==> config.mk <==
export PLATFORM = sky130hd
export DESIGN_NAME = nrisc_mem_ctrl
export DESIGN_NICKNAME = d
export VERILOG_FILES = /design/src/rtl/nrisc_pkg.sv /design/src/rtl/nrisc_timeout_cnt.sv /design/src/rtl/nrisc_mem_ctrl.sv
export SDC_FILE = /design/constraint.sdc
export NUM_CORES = 1
export LEC_CHECK = 0
export BUFFER_PORTS_ARGS = -buffer_cell sky130_fd_sc_hd__buf_2
export CORE_MARGIN = 3
export CORE_UTILIZATION = 42
export DETAILED_ROUTE_END_ITERATION = 6
export PLACE_DENSITY = 0.81
export SYNTH_ARGS = -nofsm -noshare
export SYNTH_HDL_FRONTEND = slang
export SYNTH_SLANG_ARGS = --single-unit
==> constraint.sdc <==
create_clock -name Clock -period 1.8 [get_ports Clock]
set_input_delay 0.36 -clock Clock [delete_from_list [all_inputs] [get_ports Clock]]
set_output_delay 0.36 -clock Clock [all_outputs]
set_load 0.1 [all_outputs]
==> src/rtl/nrisc_pkg.sv <==
// rtl/nrisc_pkg.sv - shared nRisc types and constants
package nrisc_pkg;

   typedef enum logic [1:0] {
      IDLE = 2'd0,
      BUSY = 2'd1,
      DONE = 2'd2
   } mem_state_t;

   localparam int NRISC_W           = 8;
   localparam int NRISC_MEM_TIMEOUT = 16;

endpackage

==> src/rtl/nrisc_timeout_cnt.sv <==
// rtl/nrisc_timeout_cnt.sv - saturating clear/enable counter with terminal-count flag
module nrisc_timeout_cnt #(
   parameter int W    = 5,
   parameter int TERM = 15
) (
   input  logic clk,
   input  logic resetn,
   input  logic clr,
   input  logic en,
   output logic tc
);

   logic [W-1:0] cnt;

   always_ff @(posedge clk) begin
      if (!resetn) begin
         cnt <= '0;
      end else if (clr) begin
         cnt <= '0;
      end else if (en && (cnt != '1)) begin
         cnt <= cnt + 1'b1;
      end
   end

   assign tc = (cnt == W'(TERM));

endmodule

==> src/rtl/nrisc_mem_ctrl.sv <==
// rtl/nrisc_mem_ctrl.sv - nRisc data-memory req/ack bus controller with core stall
module nrisc_mem_ctrl
   import nrisc_pkg::*;
#(
   parameter int                 DATA_W   = NRISC_W,
   parameter int                 TIMEOUT  = NRISC_MEM_TIMEOUT,
   parameter logic [DATA_W-1:0]  ERR_DATA = 8'hFF
) (
   input  logic              Clock,
   input  logic              reset,
   input  logic              MemRead,
   input  logic              MemWrite,
   input  logic [DATA_W-1:0] Endereco,
   input  logic [DATA_W-1:0] DadoEscrita,
   output logic [DATA_W-1:0] LeDado,
   output logic              Stall,
   output logic              Erro,
   output logic              mem_req,
   output logic              mem_we,
   output logic [DATA_W-1:0] mem_addr,
   output logic [DATA_W-1:0] mem_wdata,
   input  logic [DATA_W-1:0] mem_rdata,
   input  logic              mem_ack
);

   localparam int CNT_W = $clog2(TIMEOUT) + 1;

   generate
      if (TIMEOUT < 2) begin : g_bad_timeout
         $error("nrisc_mem_ctrl: TIMEOUT must be at least 2");
      end
   endgenerate

   mem_state_t        state, next_state;
   logic [DATA_W-1:0] rdata_q;
   logic              acc;
   logic              tc;

   assign acc     = MemRead | MemWrite;
   assign mem_req = (state == BUSY);
   assign LeDado  = rdata_q;

   nrisc_timeout_cnt #(
      .W    (CNT_W),
      .TERM (TIMEOUT - 1)
   ) u_timeout_cnt (
      .clk    (Clock),
      .resetn (reset),
      .clr    (state == IDLE),
      .en     ((state == BUSY) && !mem_ack),
      .tc     (tc)
   );

   always_ff @(posedge Clock) begin
      if (!reset) begin
         state <= IDLE;
      end else begin
         state <= next_state;
      end
   end

   // Stall must follow the strobes combinationally in IDLE so the core never slips past an access.
   always_comb begin
      next_state = state;
      Stall      = 1'b0;
      case (state)
         IDLE: begin
            Stall = acc;
            if (acc) next_state = BUSY;
         end
         BUSY: begin
            Stall = 1'b1;
            if (mem_ack || tc) next_state = DONE;
         end
         DONE: next_state = IDLE;
         default: next_state = IDLE;
      endcase
   end

   always_ff @(posedge Clock) begin
      if (!reset) begin
         mem_we    <= 1'b0;
         mem_addr  <= '0;
         mem_wdata <= '0;
         rdata_q   <= '0;
         Erro      <= 1'b0;
      end else begin
         Erro <= 1'b0;
         if ((state == IDLE) && acc) begin
            mem_addr  <= Endereco;
            mem_wdata <= DadoEscrita;
            mem_we    <= MemWrite;
            Erro      <= MemRead & MemWrite;
         end
         // A late ack on the terminal cycle still wins over the timeout.
         if (state == BUSY) begin
            if (mem_ack) begin
               if (!mem_we) rdata_q <= mem_rdata;
            end else if (tc) begin
               if (!mem_we) rdata_q <= ERR_DATA;
               Erro <= 1'b1;
            end
         end
      end
   end

endmodule
==> implementation parameters, run 1 <==
Parameter                              Value

Die
  Die W    about 63 um
  Ports placed on the boundary    57
  Initial Util    46.3%
  Die area    3940 sq um
  # rows    19
  Placeable core area    between 2000 and 3000 sq um
  DIE HEIGHT    62.8 um

Route
  Post-Route WL    3380 um
  Detailed-routing iteration count for the pre-antenna-repair pass    4
  Number of remaining DRC errors    0
  Routed length per placed instance    between 10 and 15 um
  Count of routing violations after the opening detailed-route iteration    48
  Routed vias    1320
  Via density per instance    5.28
  Antenna viol nets, final    0

Clock network
  TritonCTS clock tree    done
  Maximum buffer depth of the clock tree    2
  Clock H-tree levels    2
  # clock sinks    33
  Clk root buf    sky130_fd_sc_hd__clkbuf_4
  Worst-path clk slew    about 90 ps
  Number of hold buffers added after CTS    0
  Num CTS Buffers    5
  Clock network latency to the later pin of the worst-skew pair    ~330 ps

Power
  Share of power burned in combinational logic    33.2%
  Static leakage    roughly 0.00082 uW
  Switching Fraction    40.1%
  Switch Pwr    733 uW
  Int Pwr    1100 uW
  Pwr Density    985 nW/um^2
  Pwr Total    approximately 1800 uW
  Fraction of power consumed by the clock network    22.5%
  Sequential group share of total power    44.3%
  VDD IR-drop max    0.661 mV

Yosys
  Post-Synthesis Cells    144
  Net Count, Synth    176
  Mapped cell area    around 1400 sq um
  Portion of the post-synthesis area used by sequential elements    48.8%
  Seq cells post-synth    33
  Number of warnings issued by yosys    0
  Number of different library cells in the post-synthesis netlist    29
  Synth Area per Inst    9.41 sq um

Flow run
  Maxcap violations    0

Worst hold path
  Worst hold path class    primary input to flip-flop

GRT
  Residual overflow from global routing    0
  All-layer global routing usage    between 10% and 20%
  Pin count of the biggest net entering global routing    21
  Met3 layer usage reported by global route    6.12%
  Wire length of the first global-routing pass    roughly 5800 um
  M1 GR Usage    between 15 and 20%
  Top Usage Layer GRT    met2
  Met2 track demand over resource    34.1%
  Initial antenna violation count    0
  Vias in the first global route    1348

Timing
  Max-slew headroom at the worst pin    between 50% and 60%
  Clock Skews    7.03 ps
  Final setup violation count    2
  F_max    537 MHz
  Final Worst Setup Slack    -61.4 ps
  Portion of the clock cycle consumed by the worst path in the final layout    103%
  Number of endpoints with negative hold slack in the final report    0
  Minimum hold slack    276 ps
  Unrepaired setup endpoints after global routing    true
  Minimum period implied by the final worst setup slack    1860 ps
  Actual transition at the worst max-transition pin    approximately 650 ps
  Final count of pins violating max slew    0

Final layout
  Non-filler cells, final    250
  P&R area growth vs syn    37.1%
  Final net count    240
  Most frequent standard cell in the layout excluding fill and tap cells    sky130_fd_sc_hd__buf_2
  Layout Cell Area excl Fill    1860 sq um
  Highest-count cells in the layout ignoring fill and taps    sky130_fd_sc_hd__buf_2 (54), sky130_fd_sc_hd__dfxtp_1 (29), sky130_fd_sc_hd__o21ai_0 (20)
  Share of layout cells above drive strength 1    41.3%
  Count of antenna diodes in the layout    0

Placed design
  Dpl cell area    around 1800 sq um
  Placed cell count    240
  Weighted congestion at the end of routability-driven global placement    0.749
  Detailed-placement wirelength estimate    2530 um
  Count of port buffers added during placement    56

Setup path
  Maximum fanout encountered on the critical timing path    4
  CP Data Arrival Time    2130 ps
  Crit path kind    flip-flop to flip-flop
  Required time at the worst-slack endpoint    2070 ps
  Kind of start point of the critical path    flip-flop
  Critical Path End Type    flip-flop

Run status
  Result of the run    finished, violations left
  Violations in the final reports    negative setup slack
-- registers in the layout (all words and copies together), names as in the netlist --
| register | count |
|---|---|
| mem_addr | 8 |
| LeDado | 8 |
| u_timeout_cnt.cnt | 5 |
| Erro | 1 |
| mem_wdata | 8 |
| state | 2 |
| mem_we | 1 |
-- cell usage after synthesis --
| cell | instances | area, sq um |
|---|---|---|
| sky130_fd_sc_hd__o21ai_0 | 20 | 100 |
| sky130_fd_sc_hd__or4b_4 | 1 | 13.8 |
| sky130_fd_sc_hd__nand3_1 | 17 | 85.1 |
| sky130_fd_sc_hd__nand3b_1 | 1 | 7.51 |
| sky130_fd_sc_hd__and2_1 | 1 | 6.26 |
| sky130_fd_sc_hd__or3b_1 | 1 | 8.76 |
| sky130_fd_sc_hd__buf_2 | 1 | 5.00 |
| sky130_fd_sc_hd__dfxtp_1 | 33 | 661 |
| sky130_fd_sc_hd__a21oi_1 | 3 | 15.0 |
| sky130_fd_sc_hd__nand2_1 | 5 | 18.8 |
| sky130_fd_sc_hd__and3b_1 | 1 | 8.76 |
| sky130_fd_sc_hd__inv_1 | 4 | 15.0 |
| sky130_fd_sc_hd__a21boi_0 | 16 | 120 |
| sky130_fd_sc_hd__or2_1 | 1 | 6.26 |
| sky130_fd_sc_hd__o221a_1 | 8 | 90.1 |
| sky130_fd_sc_hd__o32ai_1 | 1 | 8.76 |
| sky130_fd_sc_hd__a21boi_1 | 1 | 7.51 |
| sky130_fd_sc_hd__nor2_1 | 7 | 26.3 |
| sky130_fd_sc_hd__a211oi_1 | 1 | 7.51 |
| sky130_fd_sc_hd__or3_1 | 2 | 12.5 |
| sky130_fd_sc_hd__nor3_2 | 1 | 10.0 |
| sky130_fd_sc_hd__nor4b_2 | 1 | 15.0 |
| sky130_fd_sc_hd__nor3b_1 | 1 | 7.51 |
| sky130_fd_sc_hd__ha_1 | 3 | 37.5 |
| sky130_fd_sc_hd__nand2b_1 | 1 | 6.26 |
| sky130_fd_sc_hd__or2_2 | 1 | 6.26 |
| sky130_fd_sc_hd__xnor2_1 | 1 | 8.76 |
| sky130_fd_sc_hd__clkbuf_1 | 9 | 33.8 |
| sky130_fd_sc_hd__and3_1 | 1 | 6.26 |
-- power by group through the flow --
stage	Combinational [uW]	Clock [uW]	Sequential (uW)
CTS	606	429	808
detailed placement	602	0	824
global placement	594	0	822
finish	607	412	811
global route	637	466	818
floorplan	157	0	1140
-- per-layer routing --
layer / part of all wire (%) / routed length (um)
met2: 52 / 1760
met4: 1.7 / 58
met3: 6.6 / 223
met5: 0 / 0
met1: 40 / 1340
-- worst max-delay path, cell delays in order (launching register included) --
cell	delay, ps
sky130_fd_sc_hd__dfxtp_2	350
sky130_fd_sc_hd__ha_4	150
sky130_fd_sc_hd__and3_4	190
sky130_fd_sc_hd__ha_4	150
sky130_fd_sc_hd__or4b_4	490
sky130_fd_sc_hd__or3_1	330
sky130_fd_sc_hd__a21oi_1	140
-- worst paths after layout --
check / slack, ps / endpoint / start / cells after the start
worst max-delay path: -60 / u_timeout_cnt.cnt[2] / u_timeout_cnt.cnt[0] / 6
worst min-delay path: 280 / mem_addr[1] / Endereco[1] / 3
worst max register to register: -60 / u_timeout_cnt.cnt[2] / u_timeout_cnt.cnt[0] / 6
worst min register to register: 490 / mem_addr[1] / mem_addr[1] / 2
-- timing repair --
item,CTS,global route
buffers inserted,3,0
endpoints found under the setup margin,4,8
pin swaps,2,2
gates resized for setup,3,4
-- cell families after synthesis --
kind of cell	Yosys count	share of synthesized area [%]
AOI/OAI and AO/OA	50	25.8
and+or+nand+nor	43	18.1
adders and majority gates	3	2.77
xor gates and xnor gates	1	0.646
DFF	33	48.8
buffers and inverters	14	3.97
-- final cells by class --
| class | instances | area, sq um |
|---|---|---|
| sequential | 33 | 666 |
| timing repair buffer | 67 | 380 |
| multi-input combinational | 97 | 689 |
| tap | 42 | 52.6 |
| clock buffer | 7 | 55.1 |
| inverter | 4 | 15.0 |
| fill | 260 | 1070 |
-- per-stage QoR --
stage	util (%)	setup TNS, ps	setup slack [ps]
CTS	63.1	-136	-77.4
finish	63.5	-120	-61.4
detailed placement	59.9	-147	-69.4
floorplan	-	-15.6	-10.8
global route	63.5	-218	-113
global placement	59.9	-7.90	-7.90
No activity file was read; power rests on OpenSTA's default activity.
==> run 2: changes to the inputs <==
Settings changed: CTS_BUF_LIST set to sky130_fd_sc_hd__clkbuf_16, GPL_ROUTABILITY_DRIVEN set to 0.
==> implementation parameters, run 2 (synthesized netlist as in run 1, its figures left out) <==
Parameter                              Value

Run status
  Result of the run    finished, violations left
  Violations in the final reports    negative setup slack

Power
  Pwr Density    1130 nW/um^2 (+15%)
  Pwr Total    2180 uW (+19%)
  Static leakage    0.000857 uW (+4.5%)
  VDD IR-drop max    0.873 mV (+32%)

Setup path
  Number of cell instances on the worst register-to-register path    6 (unchanged)
  Setup slack on the worst flop-to-flop path    -50 ps (about the same)
  Kind of cell adding the most delay to the critical path    simple AND/OR/NAND/NOR gates
  Reg2Reg Launch Point    u_timeout_cnt.cnt[0]
  Critical Path End Type    flip-flop
  CP Data Arrival Time    2060 ps (-70 ps)
  Worst stage delay on the critical path    490 ps (about the same)
  Launch point of the worst path    u_timeout_cnt.cnt[0]
  CP max-delay cell    sky130_fd_sc_hd__or4b_4
  Maximum fanout encountered on the critical timing path    4 (unchanged)
  Crit path kind    flip-flop to flip-flop
  Required time at the worst-slack endpoint    2000 ps (-70 ps)
  Reg-to-reg endpoint    u_timeout_cnt.cnt[2]
  Cell occurring most often along the worst timing path    sky130_fd_sc_hd__ha_4
  Worst-path cell chain    ha_4, and3_4, ha_4, or4b_4, or3_1, a21oi_1
  Worst path buffer plus inverter count    0 (unchanged)
  Kind of start point of the critical path    flip-flop

Die
  Placeable core area    2920 sq um (unchanged)
  DIE HEIGHT    62.8 um (unchanged)
  Initial Util    46.3% (unchanged)
  Die W    62.8 um (unchanged)
  # rows    19 (unchanged)
  Ports placed on the boundary    57 (unchanged)
  Die area    3940 sq um (unchanged)

Route
  Number of remaining DRC errors    0 (unchanged)
  Detailed-routing iteration count for the pre-antenna-repair pass    4 (unchanged)
  Via density per instance    5.26 (-0.30%)
  Routed length per placed instance    13.9 um (+2.8%)
  Post-Route WL    3480 um (+2.8%)
  Antenna viol nets, final    0 (unchanged)
  Count of routing violations after the opening detailed-route iteration    51 (+6.3%)
  Routed vias    1316 (-0.30%)

Clock network
  Clk root buf    sky130_fd_sc_hd__clkbuf_16
  Maximum buffer depth of the clock tree    2 (unchanged)
  TritonCTS clock tree    done
  Number of hold buffers added after CTS    0 (unchanged)
  Clock H-tree levels    2 (unchanged)
  # clock sinks    33 (unchanged)
  Worst-path clk slew    50 ps (-40 ps)
  Num CTS Buffers    5 (unchanged)
  Clock network latency to the later pin of the worst-skew pair    270 ps (-60 ps)

Final layout
  Layout Cell Area excl Fill    1930 sq um (+4.1%)
  Count of antenna diodes in the layout    0 (unchanged)
  P&R area growth vs syn    42.8%
  Number of fill cells    250 (-3.8%)
  Share of layout cells above drive strength 1    40.4% (-0.96 points)
  Highest-count cells in the layout ignoring fill and taps    sky130_fd_sc_hd__buf_2 (54), sky130_fd_sc_hd__dfxtp_1 (30), sky130_fd_sc_hd__o21ai_0 (20)
  Most frequent standard cell in the layout excluding fill and tap cells    sky130_fd_sc_hd__buf_2
  Final net count    240 (unchanged)

Flow run
  Maxcap violations    0 (unchanged)

GRT
  Wire length of the first global-routing pass    5850 um (+1.7%)
  Residual overflow from global routing    0 (unchanged)
  Initial antenna violation count    0 (unchanged)
  Vias in the first global route    1345 (-0.22%)
  All-layer global routing usage    18.7% (+0.64 points)
  Pin count of the biggest net entering global routing    21 (unchanged)

Timing
  Unrepaired setup endpoints after global routing    true
  Portion of the clock cycle consumed by the worst path in the final layout    103% (-0.52 points)
  Clock Skews    2.61 ps (-4.42 ps)
  Final count of pins violating max slew    0 (unchanged)
  Actual transition at the worst max-transition pin    632 ps (-19.3 ps)
  Final Worst Setup Slack    -52.1 ps (+9.27 ps)
  Final setup violation count    2 (unchanged)
  Final setup TNS    -101 ps (+18.5 ps)
  F_max    540 MHz (+0.50%)
  Number of endpoints with negative hold slack in the final report    0 (unchanged)
  Max-slew headroom at the worst pin    57.8% (+1.3 points)
  Minimum period implied by the final worst setup slack    1850 ps (-9.27 ps)

Worst hold path
  Worst hold path class    primary input to flip-flop
  Min-Delay Path Depth    3 (unchanged)
  Source of the worst hold timing path    Endereco[1]
  Worst hold endpoint    mem_addr[1]

Placed design
  Count of port buffers added during placement    56 (unchanged)
  Detailed-placement wirelength estimate    2530 um (unchanged)
  Setup slack at placement    -69.4 ps (unchanged)
  Dpl cell area    1750 sq um (unchanged)
## run 2: layout make-up
cell class                      count  area [sq um]  share of cell area, %
Inverter                            4          15.0                  0.776
Clock buffer                        5           125                   6.47
Sequential cell                    33           664                   34.3
Multi-Input combinational cell     97           689                   35.6
Timing Repair Buffer               67           380                   19.7
Tap cell                           42          52.6                   2.72
Clock inverter                      2          7.51                  0.388
## run 2: metal layers
layer  vias to the layer above  routed length, um  GRT usage, %
met2                        33               1830          33.7
met1                       630               1400          18.1
li1                        647                  -             -
met5                         -                  0             0
met4                         0                 54          9.64
met3                         6                194          7.91
## run 2: timing repair
action / in CTS / in global routing
hold endpoints to repair: 0 / 0
pin swaps: 2 / 2
endpoints found under the setup margin: 3 / 7
buffers inserted: 3 / 0
gates resized for setup: 2 / 4
gates cloned: 0 / 0
## run 2: worst min-delay path, stage by stage
cell	delay [ps]
sky130_fd_sc_hd__buf_2	100
sky130_fd_sc_hd__nand3_1	50
sky130_fd_sc_hd__a21boi_0	60
## run 2: how the worst max path moves through the flow
stage,to,slack [ps],depth (start not counted)
2_1_floorplan,Stall,-10,5
3_3_place_gp,u_timeout_cnt.cnt[2],-8,6
3_5_place_dp,u_timeout_cnt.cnt[3],-70,6
4_1_cts,u_timeout_cnt.cnt[2],-70,6
5_1_grt,u_timeout_cnt.cnt[2],-100,6
6_report,u_timeout_cnt.cnt[2],-50,6
## run 2: report_power, final
group | leakage [uW] | total [uW] | internal, uW | switching [uW]
sequential | 0.000272 | 814 | 782 | 31.4
clock | 0.0000685 | 763 | 492 | 270
combinational | 0.000516 | 608 | 133 | 475
## run 2: per-stage QoR
stage,cells,hold slack (ps),utilization [%]
floorplan,144,456,-
global placement,240,465,59.9
detailed placement,240,479,59.9
CTS,250,343,65.6
global route,250,358,66.2
finish,250,346,66.2
==> run 3: changes to the inputs <==
Settings changed: PLACE_DENSITY 0.81 to 0.74.
==> implementation parameters, run 3 (synthesized netlist as in run 1, its figures left out) <==
Parameter                              Value

Run status
  Result of the run    finished, violations left
  Violations in the final reports    negative setup slack

Timing
  Max-slew headroom at the worst pin    56.3% (-1.5 points)
  Final Worst Setup Slack    -42.3 ps (+9.82 ps)
  Portion of the clock cycle consumed by the worst path in the final layout    102% (-0.55 points)
  Clock Skews    2.31 ps (-0.299 ps)
  Final count of pins violating max slew    0 (unchanged)
  Final setup violation count    2 (unchanged)
  Final setup TNS    -79.7 ps (+21.3 ps)
  Minimum hold slack    349 ps (+2.84 ps)
  F_max    543 MHz (+0.53%)
  Number of endpoints with negative hold slack in the final report    0 (unchanged)
  Unrepaired setup endpoints after global routing    true
  Actual transition at the worst max-transition pin    654 ps (+21.9 ps)
  Minimum period implied by the final worst setup slack    1840 ps (-9.82 ps)

Power
  Pwr Density    1120 nW/um^2 (-0.53%)
  VDD IR-drop max    0.881 mV (+0.86%)
  Int Pwr    1410 uW (+0.24%)
  Pwr Total    2190 uW (+0.44%)
  Switch Pwr    783 uW (+0.79%)
  Sequential group share of total power    37.0% (-0.3 points)
  Static leakage    0.000858 uW (+0.21%)
  Share of power burned in combinational logic    27.7% (about the same)
  Fraction of power consumed by the clock network    35.3% (+0.4 points)
  Switching Fraction    35.7% (+0.12 points)

Final layout
  Count of antenna diodes in the layout    0 (unchanged)
  Non-filler cells, final    251 (+0.40%)
  Layout Cell Area excl Fill    1950 sq um (+0.97%)
  Highest-count cells in the layout ignoring fill and taps    sky130_fd_sc_hd__buf_2 (55), sky130_fd_sc_hd__dfxtp_1 (31), sky130_fd_sc_hd__o21ai_0 (18)
  Footprint of the multi-input gates    707 sq um (+2.5%)
  Final net count    240 (unchanged)
  Share of layout cells above drive strength 1    41.6% (+1.2 points)
  FF/Latch Area    663 sq um (-0.19%)
  Most frequent standard cell in the layout excluding fill and tap cells    sky130_fd_sc_hd__buf_2
  Number of fill cells    255 (+2.0%)
  P&R area growth vs syn    44.1%

GRT
  Vias in the first global route    1325 (-1.5%)
  Pin count of the biggest net entering global routing    21 (unchanged)
  Residual overflow from global routing    0 (unchanged)
  Initial antenna violation count    0 (unchanged)
  All-layer global routing usage    18.5% (-0.24 points)
  Wire length of the first global-routing pass    5910 um (+0.94%)

Clock network
  Maximum buffer depth of the clock tree    2 (unchanged)
  TritonCTS clock tree    done
  Num CTS Buffers    5 (unchanged)
  Clock network latency to the later pin of the worst-skew pair    270 ps (about the same)
  Clk root buf    sky130_fd_sc_hd__clkbuf_16
  # clock sinks    33 (unchanged)
  Worst-path clk slew    50 ps (about the same)
  Clock H-tree levels    2 (unchanged)

Die
  Initial Util    46.3% (unchanged)
  DIE HEIGHT    62.8 um (unchanged)
  Die area    3940 sq um (unchanged)
  Ports placed on the boundary    57 (unchanged)
  # rows    19 (unchanged)
  Placeable core area    2920 sq um (unchanged)
  Die W    62.8 um (unchanged)

Route
  Post-Route WL    3500 um (+0.63%)
  Via density per instance    5.15 (-2.1%)
  Metal-1 WL    1430 um (+2.4%)
  Routed vias    1293 (-1.7%)
  Amount of wire on met2 after detailed routing    1800 um (-1.5%)
  Count of routing violations after the opening detailed-route iteration    50 (-2.0%)
  Number of remaining DRC errors    0 (unchanged)
  Detailed-routing iteration count for the pre-antenna-repair pass    4 (unchanged)
  Antenna viol nets, final    0 (unchanged)
  Routed length per placed instance    13.9 um (+0.23%)
  Max Used Layer    met4
  Met3 wirelength from detailed routing    208 um (+7.2%)

Setup path
  CP Data Arrival Time    2050 ps (about the same)
  CP max-delay cell    sky130_fd_sc_hd__or4b_4
  Required time at the worst-slack endpoint    2010 ps (about the same)
  Kind of cell adding the most delay to the critical path    simple AND/OR/NAND/NOR gates
  Critical Path End Type    flip-flop
  Kind of start point of the critical path    flip-flop
  Worst-path cell chain    ha_4, and3_4, ha_4, or4b_4, or3_4, a21oi_2
  Maximum fanout encountered on the critical timing path    3 (-1)
  Crit path kind    flip-flop to flip-flop
  Setup slack on the worst flop-to-flop path    -40 ps (about the same)
  Cell occurring most often along the worst timing path    sky130_fd_sc_hd__ha_4
  Worst stage delay on the critical path    500 ps (about the same)
  Worst path buffer plus inverter count    0 (unchanged)

Placed design
  Count of port buffers added during placement    56 (unchanged)
  Dpl cell area    1750 sq um (-0.43%)
  Placed cell count    239 (-0.42%)
  Detailed-placement wirelength estimate    2530 um (about the same)

Worst hold path
  Worst hold path class    primary input to flip-flop

Flow run
  Maxcap violations    0 (unchanged)
run 3: worst paths after layout:
check / from / endpoint / depth (start not counted)
worst max-delay path: u_timeout_cnt.cnt[0] / u_timeout_cnt.cnt[3] / 6
worst min-delay path: Endereco[0] / mem_addr[0] / 3
worst max register to register: u_timeout_cnt.cnt[0] / u_timeout_cnt.cnt[3] / 6
worst min register to register: mem_addr[0] / mem_addr[0] / 2
run 3: layout make-up:
type,count,area share (%)
Timing Repair Buffer,67,19.3
Multi-Input combinational cell,97,36.2
Sequential cell,33,34.0
Tap cell,42,2.69
Clock inverter,3,0.641
Inverter,4,0.769
Clock buffer,5,6.41
run 3: timing repair:
item / CTS / global route
hold buffers: 0 / 0
gates resized for setup: 2 / 8
setup endpoints to repair: 2 / 23
setup buffers: 3 / 1
pin swaps: 3 / 2
run 3: power by group through the flow:
stage	clock [uW]	combinational, uW	sequential (uW)
after floorplan	0	157	1140
after CTS	785	603	810
after detailed placement	0	599	824
after global placement	0	591	821
after global routing	821	641	818
final	775	607	812
run 3: per-stage QoR:
| step | util [%] | setup slack (ps) |
|---|---|---|
| CTS | 65.6 | -68.6 |
| finish | 66.8 | -42.3 |
| global placement | 59.7 | -9.69 |
| floorplan | - | -10.8 |
| global route | 66.8 | -108 |
| detailed placement | 59.7 | -71.4 |
run 3: metal layers:
metal / up-vias / global-route usage [%]
met3: 8 / 5.22
met2: 43 / 33.2
met1: 596 / 20.1
met4: 0 / 8.26
met5: - / 0
li1: 646 / -
run 3: tightest hold or removal path, stage by stage:
cell and delay (ps):
sky130_fd_sc_hd__buf_2 100, sky130_fd_sc_hd__nand3_1 50, sky130_fd_sc_hd__a21boi_0 60
